===== src/rtl/vdp_pkg.sv =====
// Shared draw-side VDP types and constants.
// Used by tile_line_fetcher (optional build macro: TILE_FETCH_SCROLL_EN).
package vdp_pkg;

   localparam int unsigned TILES_PER_LINE = 32;
   localparam int unsigned QUADS_PER_LINE = 64;
   localparam int unsigned TX_W           = 5;

   typedef logic [9:0]  tile_idx_t;
   typedef logic [15:0] tile_quad_t;

   typedef enum logic [2:0] {
      TLF_IDLE = 3'd0,
      TLF_MAP  = 3'd1,
      TLF_IDX  = 3'd2,
      TLF_COL0 = 3'd3,
      TLF_COL1 = 3'd4,
      TLF_DONE = 3'd5
   } tlf_state_t;

endpackage


===== src/rtl/tile_line_fetcher.sv =====
// Walks one 256-pixel scanline of the 32x32 tile map and fills the 64-quad line buffer.
// Build macro TILE_FETCH_SCROLL_EN enables the coarse scroll inputs; otherwise they read as 0.
module tile_line_fetcher
   import vdp_pkg::*;
#(
   parameter int MAP_LATENCY = 1
) (
   input  logic        clk_draw,
   input  logic        rst_draw_n,
   input  logic        line_start,
   input  logic [7:0]  line_y,
   input  logic [4:0]  scroll_tx,
   input  logic [4:0]  scroll_ty,
   output logic        busy,
   output logic        done,
   output logic [9:0]  map_addr,
   input  logic [9:0]  map_data,
   output logic [9:0]  tile_index,
   output logic [2:0]  tile_row,
   output logic        tile_col,
   input  logic [15:0] tile_data,
   output logic        lb_we,
   output logic [5:0]  lb_addr,
   output logic [15:0] lb_data
);

   if (MAP_LATENCY != 1) begin : g_bad_map_latency
      $error("tile_line_fetcher: only MAP_LATENCY == 1 is supported");
   end

   localparam logic [2:0] ST_IDLE = 3'(TLF_IDLE);
   localparam logic [2:0] ST_MAP  = 3'(TLF_MAP);
   localparam logic [2:0] ST_IDX  = 3'(TLF_IDX);
   localparam logic [2:0] ST_COL0 = 3'(TLF_COL0);
   localparam logic [2:0] ST_COL1 = 3'(TLF_COL1);
   localparam logic [2:0] ST_DONE = 3'(TLF_DONE);

   logic [TX_W-1:0] scroll_tx_eff;
   logic [TX_W-1:0] scroll_ty_eff;

`ifdef TILE_FETCH_SCROLL_EN
   assign scroll_tx_eff = scroll_tx;
   assign scroll_ty_eff = scroll_ty;
`else
   logic unused_scroll;
   assign scroll_tx_eff = '0;
   assign scroll_ty_eff = '0;
   assign unused_scroll = ^{scroll_tx, scroll_ty};
`endif

   logic [2:0]      state_q,     state_d;
   logic [TX_W-1:0] screen_tx_q, screen_tx_d;
   logic [TX_W-1:0] map_ty_q,    map_ty_d;
   logic [TX_W-1:0] scroll_tx_q, scroll_tx_d;
   logic [2:0]      row_q,       row_d;
   logic [TX_W-1:0] lb_tx_q,     lb_tx_d;
   logic            pend_q,      pend_d;
   logic            busy_d, done_d, lb_we_d, tile_col_d;
   logic [9:0]      map_addr_d;
   tile_idx_t       tile_index_d;
   logic [2:0]      tile_row_d;
   logic [TX_W-1:0] start_ty;

   // Quad address low bit is the pending flag: 0 for the COL0 write, 1 for the COL1 write.
   assign lb_addr  = {lb_tx_q, pend_q};
   assign lb_data  = lb_we ? tile_data : '0;
   assign start_ty = TX_W'(line_y[7:3] + scroll_ty_eff);

   // Next-state and next-output decode; outputs are registered one edge ahead of their state.
   always_comb begin
      state_d      = state_q;
      screen_tx_d  = screen_tx_q;
      map_ty_d     = map_ty_q;
      scroll_tx_d  = scroll_tx_q;
      row_d        = row_q;
      lb_tx_d      = lb_tx_q;
      pend_d       = 1'b0;
      busy_d       = busy;
      done_d       = 1'b0;
      lb_we_d      = 1'b0;
      map_addr_d   = map_addr;
      tile_index_d = tile_index;
      tile_row_d   = tile_row;
      tile_col_d   = tile_col;

      case (state_q)
         ST_IDLE: begin
            if (line_start) begin
               row_d       = line_y[2:0];
               map_ty_d    = start_ty;
               scroll_tx_d = scroll_tx_eff;
               screen_tx_d = '0;
               map_addr_d  = {start_ty, scroll_tx_eff};
               busy_d      = 1'b1;
               state_d     = ST_MAP;
            end
         end
         ST_MAP: begin
            state_d = ST_IDX;
         end
         ST_IDX: begin
            tile_index_d = map_data;
            tile_row_d   = row_q;
            tile_col_d   = 1'b0;
            state_d      = ST_COL0;
         end
         ST_COL0: begin
            tile_col_d = 1'b1;
            lb_we_d    = 1'b1;
            lb_tx_d    = screen_tx_q;
            state_d    = ST_COL1;
         end
         ST_COL1: begin
            lb_we_d = 1'b1;
            pend_d  = 1'b1;
            if (screen_tx_q == TX_W'(TILES_PER_LINE - 1)) begin
               done_d  = 1'b1;
               state_d = ST_DONE;
            end else begin
               screen_tx_d = TX_W'(screen_tx_q + 1'b1);
               map_addr_d  = {map_ty_q, TX_W'(screen_tx_q + 1'b1 + scroll_tx_q)};
               state_d     = ST_MAP;
            end
         end
         ST_DONE: begin
            busy_d  = 1'b0;
            state_d = ST_IDLE;
         end
         default: begin
            busy_d  = 1'b0;
            state_d = ST_IDLE;
         end
      endcase
   end

   always_ff @(posedge clk_draw) begin
      if (!rst_draw_n) begin
         state_q     <= ST_IDLE;
         screen_tx_q <= '0;
         map_ty_q    <= '0;
         scroll_tx_q <= '0;
         row_q       <= '0;
         lb_tx_q     <= '0;
         pend_q      <= 1'b0;
         busy        <= 1'b0;
         done        <= 1'b0;
         lb_we       <= 1'b0;
         map_addr    <= '0;
         tile_index  <= '0;
         tile_row    <= '0;
         tile_col    <= 1'b0;
      end else begin
         state_q     <= state_d;
         screen_tx_q <= screen_tx_d;
         map_ty_q    <= map_ty_d;
         scroll_tx_q <= scroll_tx_d;
         row_q       <= row_d;
         lb_tx_q     <= lb_tx_d;
         pend_q      <= pend_d;
         busy        <= busy_d;
         done        <= done_d;
         lb_we       <= lb_we_d;
         map_addr    <= map_addr_d;
         tile_index  <= tile_index_d;
         tile_row    <= tile_row_d;
         tile_col    <= tile_col_d;
      end
   end

endmodule


===== config.mk =====
export PLATFORM = sky130hd
export DESIGN_NAME = tile_line_fetcher
export DESIGN_NICKNAME = d
export VERILOG_FILES = /design/src/rtl/vdp_pkg.sv /design/src/rtl/tile_line_fetcher.sv
export SDC_FILE = /design/constraint.sdc
export NUM_CORES = 1
export LEC_CHECK = 0
export ABC_AREA = 1
export CAP_MARGIN = 20
export CELL_PAD_IN_SITES_DETAIL_PLACEMENT = 1
export CELL_PAD_IN_SITES_GLOBAL_PLACEMENT = 1
export CORE_AREA = 4 4 86 88
export DETAILED_ROUTE_END_ITERATION = 16
export DIE_AREA = 0 0 90 92
export PLACE_DENSITY = 0.82
export SLEW_MARGIN = 20
export SYNTH_ARGS = -nofsm -noshare
export SYNTH_HDL_FRONTEND = slang
export SYNTH_SLANG_ARGS = --single-unit

===== constraint.sdc =====
create_clock -name clk_draw -period 3.26 [get_ports clk_draw]
set_clock_uncertainty 0.05 [all_clocks]
set_input_delay 0.652 -clock clk_draw [delete_from_list [all_inputs] [get_ports clk_draw]]
set_output_delay 0.652 -clock clk_draw [all_outputs]
set_load 0.05 [all_outputs]

* After elaboration in Yosys (flattened, before gate mapping)
Cells that the tools add are included.
** Storage, ports and cells
- Output and inout port bits :: 49
- Bits in registers :: 49
- Input port bits :: 47
** Operators by class
- $add $sub $neg :: 1
- Reductions and logical operators :: 9
- Bitwise logic cells :: 1
- Equality and inequality tests :: 7
- Multiplexer cells :: 16
** Operator list (count)
- 2-to-1 mux 10 bit :: 2
- case mux 10 bit (2 select lines) :: 1
- 2-to-1 mux 16 bit :: 1
- case mux 3 bit (5 select lines) :: 1
- 2-to-1 mux 5 bit :: 2
- case mux 5 bit (2 select lines) :: 1
- == test 3 x 2 -> 1 bit, second input constant :: 2
- 2-to-1 mux 3 bit :: 2
- AND reduction 2 bit :: 3
- adder 5 x 1 -> 5 bit, second input constant :: 1
- == test 5 bit, second input constant :: 1
- 2-to-1 mux 1 bit :: 4
- inequality test 2 bit, second input constant :: 2
- case mux 1 bit (2 select lines) :: 2
- nonzero test 2 bit :: 2
- OR reduction 4 bit :: 1
- == test 3 x 1 -> 1 bit, second input constant :: 1
- == test 3 bit, second input constant :: 1
- zero test 3 bit :: 1
- AND reduction 3 bit :: 1
- OR reduction 2 bit :: 1
- inverter 1 bit :: 1

* Logic depth before layout (Yosys ltp)
Gate-level depths: netlist (run 1).
- Word-level depth :: 4
- Depth in mapped cells :: 10
- Mapped depth without buffers :: 10

* Worst setup path before layout (run 1)
Ideal clock, no wire load.
- Path type :: register to output
- Start :: register lb_we
- End :: output port lb_data[10]
- Data arrival time :: 1.532 ns
- Stages on the path, launching flop included :: 5
- Path slack :: 1.026 ns
- Buffers on the path :: 2
- Path through :: dfxtp_1 clkbuf_1 clkbuf_1 nand2_1 inv_1
** On the way
- Longest elaborated chain between the ends :: 1
** Ends and longest elaborated chain
- from (decl) :: line tile_line_fetcher.sv:22 : output logic lb_we,
- from (signal assigned) :: line tile_line_fetcher.sv:162 : lb_we <= lb_we_d;
- 2-to-1 mux 16 bit :: line tile_line_fetcher.sv:66 : assign lb_data = lb_we ? tile_data : '0;
- to (decl) :: line tile_line_fetcher.sv:24 : output logic [15:0] lb_data
Every way passes these cells.

* Worst setup path in the final report (run 1)
- Start :: input port tile_data[0]
- End :: output port lb_data[0]
** On the way
- Longest elaborated chain between the ends :: 1
** Ends and longest elaborated chain
- from (decl) :: line tile_line_fetcher.sv:21 : input logic [15:0] tile_data,
- 2-to-1 mux 16 bit :: line tile_line_fetcher.sv:66
Every way passes these cells.

==> flow_summary_export.csv, run 1 <==
group,metric,value,unit
run_status,status,"finished clean",
worst_setup_path,path_max_fanout,1,
worst_setup_path,r2r_start,"map_addr[0]$_SDFFE_PN0P_",
drt,drcViolationCount,0,
floorplan,initial_utilization,27.21,%
worst_setup_path,cp_common_cell,"clkdlybuf4s50_1",
power_and_ir_drop,ir_worst_vdd,245.9,uV
worst_setup_path,r2r_cells,10,
min_path,worstHoldEndpoint,"map_ty_q[3]$_SDFFE_PN0P_",
worst_setup_path,cp_slowest_stage_delay,0.81,ns
min_path,whs_path_depth,2,
place,io_buffers,85,
worst_setup_path,cp-start-kind,"primary input",
sta,fmax,363.1,MHz
final_layout,final_util,42.60,%
min_path,hp-class,"flop to flop",
drt,first_iter_violations,60,
sta,finalSetupViolations,0,
worst_setup_path,cp_slowest_cell,"clkdlybuf4s50_1",
cts,cts_hold_buffers,0,
cts,cts_sinks,44,
floorplan,pin_count,96,
flow_run,drv_cap,0,
global_routing,first_global_vias,1840,
worst_setup_path,cp_cell_sequence,"clkdlybuf4s50_1 > nand2_1 > inv_1 > clkdlybuf4s50_1",
global_routing,grt_pass1_wl,8901,um
global_routing,antenna_found_initial,0,
drt,ant_nets,0,
worst_setup_path,critPathBufInv,3,
logic_synthesis,ys_seq_elements,44,
logic_synthesis,ys_seq_area_share,48.72,%
sta,tns,0,ns
logic_synthesis,yosys_warnings,0,
min_path,worstHoldStart,"map_ty_q[3]$_SDFFE_PN0P_",
final_layout,multi_input_area,744.5,um^2
global_routing,grt.overflow.total,0,
final_layout,layout.nets,382,
sta,hold_viol_final,0,
sta,grt_setup_unrepaired,"no",
power_and_ir_drop,power.leakage,1.222,nW
cts,clk_pin_slew,0.08,ns
drt,viasPerCell,4.413,
global_routing,grt_usage,13.01,%
cts,post_cts_buffers,0,
place,dp_hpwl,4050,um
floorplan,die_w,90,um
cts,htree_levels,2,
worst_setup_path,end_kind,"output pin",
place,dpl_cell_area,2723,um^2
power_and_ir_drop,finalPower,1.509,mW
sta,fin_crit,2.754,ns
final_layout,diodes,0,
logic_synthesis,synth_cell_types,20,
cts,insertion_delay,0.29,ns
place,gp_congestion,0.7556,
worst_setup_path,critPathRequiredTime,2.56,ns
worst_setup_path,worst_ep_arrival_time,2.05,ns
power_and_ir_drop,p_per_area,533.0,nW/um^2
logic_synthesis,syn-num-nets,299,
logic_synthesis,synth_area_per_cell,7.232,um^2
final_layout,areaGrowthSynthToFinish,56.54,%
cts,ctsResizeCount,0,
final_layout,final_cell_area,2830,um^2
global_routing,grt_max_degree,34,
floorplan,die_h,92,um
sta,worst_slew_pin_slew,0.5868,ns
sta,period_share,84.48,%
drt,wirelength,5285,um
drt,vias,1827,
sta,relSlewSlack,60.74,%
floorplan,die_area,8280,um^2
final_layout,fillerInstances,827,
logic_synthesis,syn_inst,250,
floorplan,row_count,30,
worst_setup_path,path_class,"primary input to output pin",
drt,dr.pass1.iters,3,
floorplan,coreArea,6644,um^2
final_layout,drive_gt1_share,4.790,%
drt,wl_per_cell,12.77,um
cts,root_buffer,"clkbuf_8",
cts,cts_tree,"built",
logic_synthesis,synth_area,1808,um^2
worst_setup_path,r2r_end,"map_addr[7]$_SDFFE_PN0P_",
worst_setup_path,r2r_slack,1.45,ns
sta,slew_viol_final,0,
cts,numCtsBuffers,5,
final_layout,seqCellArea,880.8,um^2
cts,clockBufferDepth,2,
worst_setup_path,path_delay_family,"buffers and inverters",
per-stage QoR:
| stage | setup WS (ns) | hold WS, ns | instances |
|---|---|---|---|
| final | 0.5061 | 0.4053 | 414 |
| after global routing | 0.4421 | 0.4408 | 414 |
| after CTS | 0.4857 | 0.4102 | 414 |
| after detailed placement | 0.4869 | 0.3960 | 406 |
| after global placement | 0.5277 | 0.3854 | 406 |
| after floorplan | 1.026 | 0.3745 | 250 |
power by group:
group	switching (mW)	total, mW	internal, mW
clock	0.177	0.405	0.227
combinational	0.301	0.471	0.170
sequential	0.0364	0.633	0.597
synth_stat cells, drive strengths merged:
cell type	n	area share (%)
buf	5	1.5
nand3b	5	2.1
nand3	8	2.8
o21ai	33	9.1
nand2	40	8.6
dfxtp	44	49
a21oi	23	6.4
nand4	1	0.35
ha	2	1.4
nor2	48	11
inv	35	7.3
clkbuf	6	1.3
cells in the final DEF, fill, tap and decap left out, drive strengths merged, types with 5 or more instances in the layout:
cell	Yosys	routed
dfxtp	44	44
clkbuf	6	6
nor2	48	48
o21ai	33	33
clkdlybuf4s50	0	85
nand2	40	40
nand3b	5	5
inv	35	35
nand3	8	8
a21oi	23	23
cell families after synthesis:
kind of cell,count (synthesis),share of synthesized area (%)
compound gates,56,15.50
buf+inv,46,10.10
flops,44,48.72
simple gates,102,24.29
fa+ha+maj,2,1.384
per-layer routing:
metal / track usage [%] / vias up / wire (um)
li1: - / 945 / -
met1: 15.83 / 841 / 2359
met2: 23.02 / 37 / 2690
met3: 3.281 / 4 / 200
met4: 3.061 / 0 / 34
met5: 0 / - / 0
flip-flops by register name, summed over array words and instances (netlist names):
name        flops
pend_q          1
tile_row        3
lb_tx_q         5
map_addr       10
tile_index     10
busy            1
map_ty_q        5
done            1
state_q         3
row_q           3
tile_col        1
lb_we           1
how the worst max path moves through the flow:
| stage | startpoint | depth (start not counted) | slack, ns | to |
|---|---|---|---|---|
| 6_report | tile_data[0] | 4 | 0.51 | lb_data[0] |
| 5_1_grt | tile_data[3] | 4 | 0.44 | lb_data[3] |
| 4_1_cts | tile_data[0] | 4 | 0.49 | lb_data[0] |
| 3_5_place_dp | tile_data[0] | 4 | 0.49 | lb_data[0] |
| 3_3_place_gp | tile_data[13] | 4 | 0.53 | lb_data[13] |
| 2_1_floorplan | lb_we$_SDFF_PN0_ | 4 | 1.03 | lb_data[10] |
area by class of cell:
class / instances / area share (%)
flip-flops and latches: 44 / 31.12
inverters: 35 / 4.642
clock buffers: 6 / 2.564
multi-input cells: 160 / 26.30
clock inverters: 2 / 1.238
repair buffers: 87 / 30.59
well taps: 80 / 3.537
worst register-to-register path, cell delays in order (launching register included):
cell	delay [ns]
dfxtp_1	0.38
ha_1	0.24
nand2_1	0.09
nor2_1	0.05
ha_1	0.19
inv_1	0.07
nand3_2	0.17
nand2_2	0.19
inv_1	0.11
nor2_1	0.13
nor2_1	0.05
Power figures use the tool's default switching activity.
==> run 2: changes to the inputs <==
--- a/config.mk
+++ b/config.mk
@@ -9,10 +9,10 @@
 export CAP_MARGIN = 20
 export CELL_PAD_IN_SITES_DETAIL_PLACEMENT = 1
 export CELL_PAD_IN_SITES_GLOBAL_PLACEMENT = 1
-export CORE_AREA = 4 4 86 88
+export CORE_AREA = 4 4 92 94
 export DETAILED_ROUTE_END_ITERATION = 16
-export DIE_AREA = 0 0 90 92
-export PLACE_DENSITY = 0.82
+export DIE_AREA = 0 0 96 98
+export PLACE_DENSITY = 0.76
 export SLEW_MARGIN = 20
 export SYNTH_ARGS = -nofsm -noshare
 export SYNTH_HDL_FRONTEND = slang
==> constraint.sdc (replaced) <==
create_clock -name clk_draw -period 2.5 [get_ports clk_draw]
set_clock_uncertainty 0.05 [all_clocks]
set_input_delay 0.5 -clock clk_draw [delete_from_list [all_inputs] [get_ports clk_draw]]
set_output_delay 0.5 -clock clk_draw [all_outputs]
set_load 0.05 [all_outputs]
==> flow_summary_export.csv, run 2 (synthesis gave the netlist of run 1 again) <==
group,metric,value,unit
power_and_ir_drop,seqPwrFrac,41.5,%
final_layout,largest_registers,"map_addr: 10 flops, tile_index: 10 flops",
worst_setup_path,cp_slowest_cell,"clkdlybuf4s50_1",
worst_setup_path,r2r_cells,10,
place,dp_hpwl,4387,um
drt,first_iter_violations,26,
power_and_ir_drop,p_per_area,656.7,nW/um^2
sta,hold_viol_final,0,
cts,cts_tree,"built",
cts,clk_pin_slew,0.08,ns
final_layout,final_cell_area,3024,um^2
cts,clockBufferDepth,2,
final_layout,areaGrowthSynthToFinish,67.27,%
sta,tns,0,ns
cts,cts_hold_buffers,0,
final_layout,layout.nets,384,
min_path,worstHoldStart,"map_ty_q[2]$_SDFFE_PN0P_",
min_path,worstHoldEndpoint,"map_ty_q[2]$_SDFFE_PN0P_",
sta,period_share,85.54,%
drt,ant_nets,0,
worst_setup_path,cp-start-kind,"flop",
floorplan,die_area,9408,um^2
power_and_ir_drop,pwr-share-comb,32.4,%
floorplan,initial_utilization,23.64,%
worst_setup_path,end_kind,"output pin",
drt,wl_per_cell,13.10,um
sta,fmax,467.6,MHz
cts,post_cts_buffers,0,
drt,vias,1873,
floorplan,coreArea,7647,um^2
worst_setup_path,path_delay_family,"buffers and inverters",
cts,cts_sinks,44,
floorplan,row_count,32,
sta,worst_slew_pin_slew,0.5322,ns
floorplan,die_w,96,um
power_and_ir_drop,intPower,1.305,mW
drt,viasPerCell,4.296,
final_layout,final_cell_mix,"clkdlybuf4s50_1, nor2_1, dfxtp_1",
global_routing,grt_max_degree,19,
min_path,whs_path_depth,2,
power_and_ir_drop,power_switching,0.6811,mW
place,io_buffers,85,
final_layout,diodes,0,
worst_setup_path,r2r_slack,0.68,ns
drt,dr.pass1.iters,4,
worst_setup_path,path_max_fanout,6,
place,gp_congestion,0.7366,
sta,relSlewSlack,64.41,%
flow_run,drv_cap,0,
worst_setup_path,worst_ep_arrival_time,1.59,ns
sta,fin_crit,2.138,ns
worst_setup_path,critPathBufInv,1,
final_layout,fillerInstances,909,
worst_setup_path,cp_slowest_stage_delay,0.85,ns
power_and_ir_drop,swShare,34.30,%
worst_setup_path,path_class,"flop to output pin",
power_and_ir_drop,pwr-share-clk,26.1,%
place,dpl_cell_area,2925,um^2
final_layout,mostFrequentLayoutCell,"clkdlybuf4s50_1",
worst_setup_path,critPathRequiredTime,1.95,ns
sta,slew_viol_final,0,
cts,root_buffer,"clkbuf_8",
floorplan,die_h,98,um
floorplan,pin_count,96,
worst_setup_path,r2r_start,"map_addr[0]$_SDFFE_PN0P_",
cts,insertion_delay,0.29,ns
global_routing,grt.overflow.total,0,
global_routing,antenna_found_initial,0,
power_and_ir_drop,ir_worst_vdd,242.8,uV
cts,numCtsBuffers,5,
run_status,status,"finished clean",
sta,grt_setup_unrepaired,"no",
global_routing,grt_usage,12.71,%
worst_setup_path,r2r_end,"map_addr[6]$_SDFFE_PN0P_",
global_routing,grt_pass1_wl,9377,um
min_path,hp-class,"flop to flop",
drt,wirelength,5711,um
cts,htree_levels,2,
global_routing,first_global_vias,1934,
worst_setup_path,cp_cell_sequence,"clkdlybuf4s50_1",
cts,ctsResizeCount,0,
sta,finalSetupViolations,0,
final_layout,drive_gt1_share,9.880,%
drt,drcViolationCount,0,
power_and_ir_drop,power.leakage,1.303,nW
run 2: area by class of cell:
class / instances / area [um^2] / share of cell area, %
multi-input cells: 160 / 744.5 / 24.62
well taps: 102 / 127.6 / 4.220
clock buffers: 5 / 68.82 / 2.276
repair buffers: 89 / 1041 / 34.42
flip-flops and latches: 44 / 880.8 / 29.13
clock inverters: 1 / 30.03 / 0.9930
inverters: 35 / 131.4 / 4.344
run 2: routing by layer:
metal	vias to the layer above	global-route usage [%]	share of wire, %
met5	-	0	0
met4	0	3.501	1.8
met3	12	3.621	5.0
met2	44	21.40	51
met1	870	15.63	42
li1	947	-	-
run 2: stage by stage:
stage	cells	power [mW]	utilization (%)	hold WS [ns]	setup WS, ns
2_1_floorplan	250	1.231	-	0.3745	0.4178
3_3_place_gp	430	1.475	38.25	0.3834	0.5619
3_5_place_dp	430	1.490	38.25	0.3940	0.5299
4_1_cts	436	2.012	39.55	0.4098	0.3347
5_1_grt	436	2.100	39.55	0.4413	0.2851
6_report	436	1.986	39.55	0.4056	0.3615
run 2: worst register-to-register path, stage by stage, from the launching register on:
cell and delay [ns]:
dfxtp_1 0.37, ha_1 0.23, nand2_1 0.08, nor2_1 0.05, ha_1 0.19, inv_1 0.07
nand3_2 0.19, nand2_2 0.20, inv_1 0.12, nor2_1 0.12, nor2_1 0.04
run 2: worst max-delay path by stage:
stage	startpoint	slack [ns]	endpoint	cells past startpoint
2_1_floorplan	lb_we$_SDFF_PN0_	0.42	lb_data[10]	4
3_3_place_gp	line_start	0.56	map_addr[3]$_SDFFE_PN0P_	5
3_5_place_dp	line_start	0.53	map_ty_q[3]$_SDFFE_PN0P_	5
4_1_cts	map_addr[1]$_SDFFE_PN0P_	0.33	map_addr[1]	1
5_1_grt	map_addr[1]$_SDFFE_PN0P_	0.29	map_addr[1]	1
6_report	map_addr[0]$_SDFFE_PN0P_	0.36	map_addr[0]	1
run 2: power groups by stage:
stage               sequential [mW]  clock, mW  combinational [mW]
floorplan                      1.03          0               0.204
finish                        0.823      0.518               0.644
detailed placement            0.840          0               0.650
CTS                           0.825      0.534               0.653
global placement              0.838          0               0.637
global route                  0.835      0.567               0.698
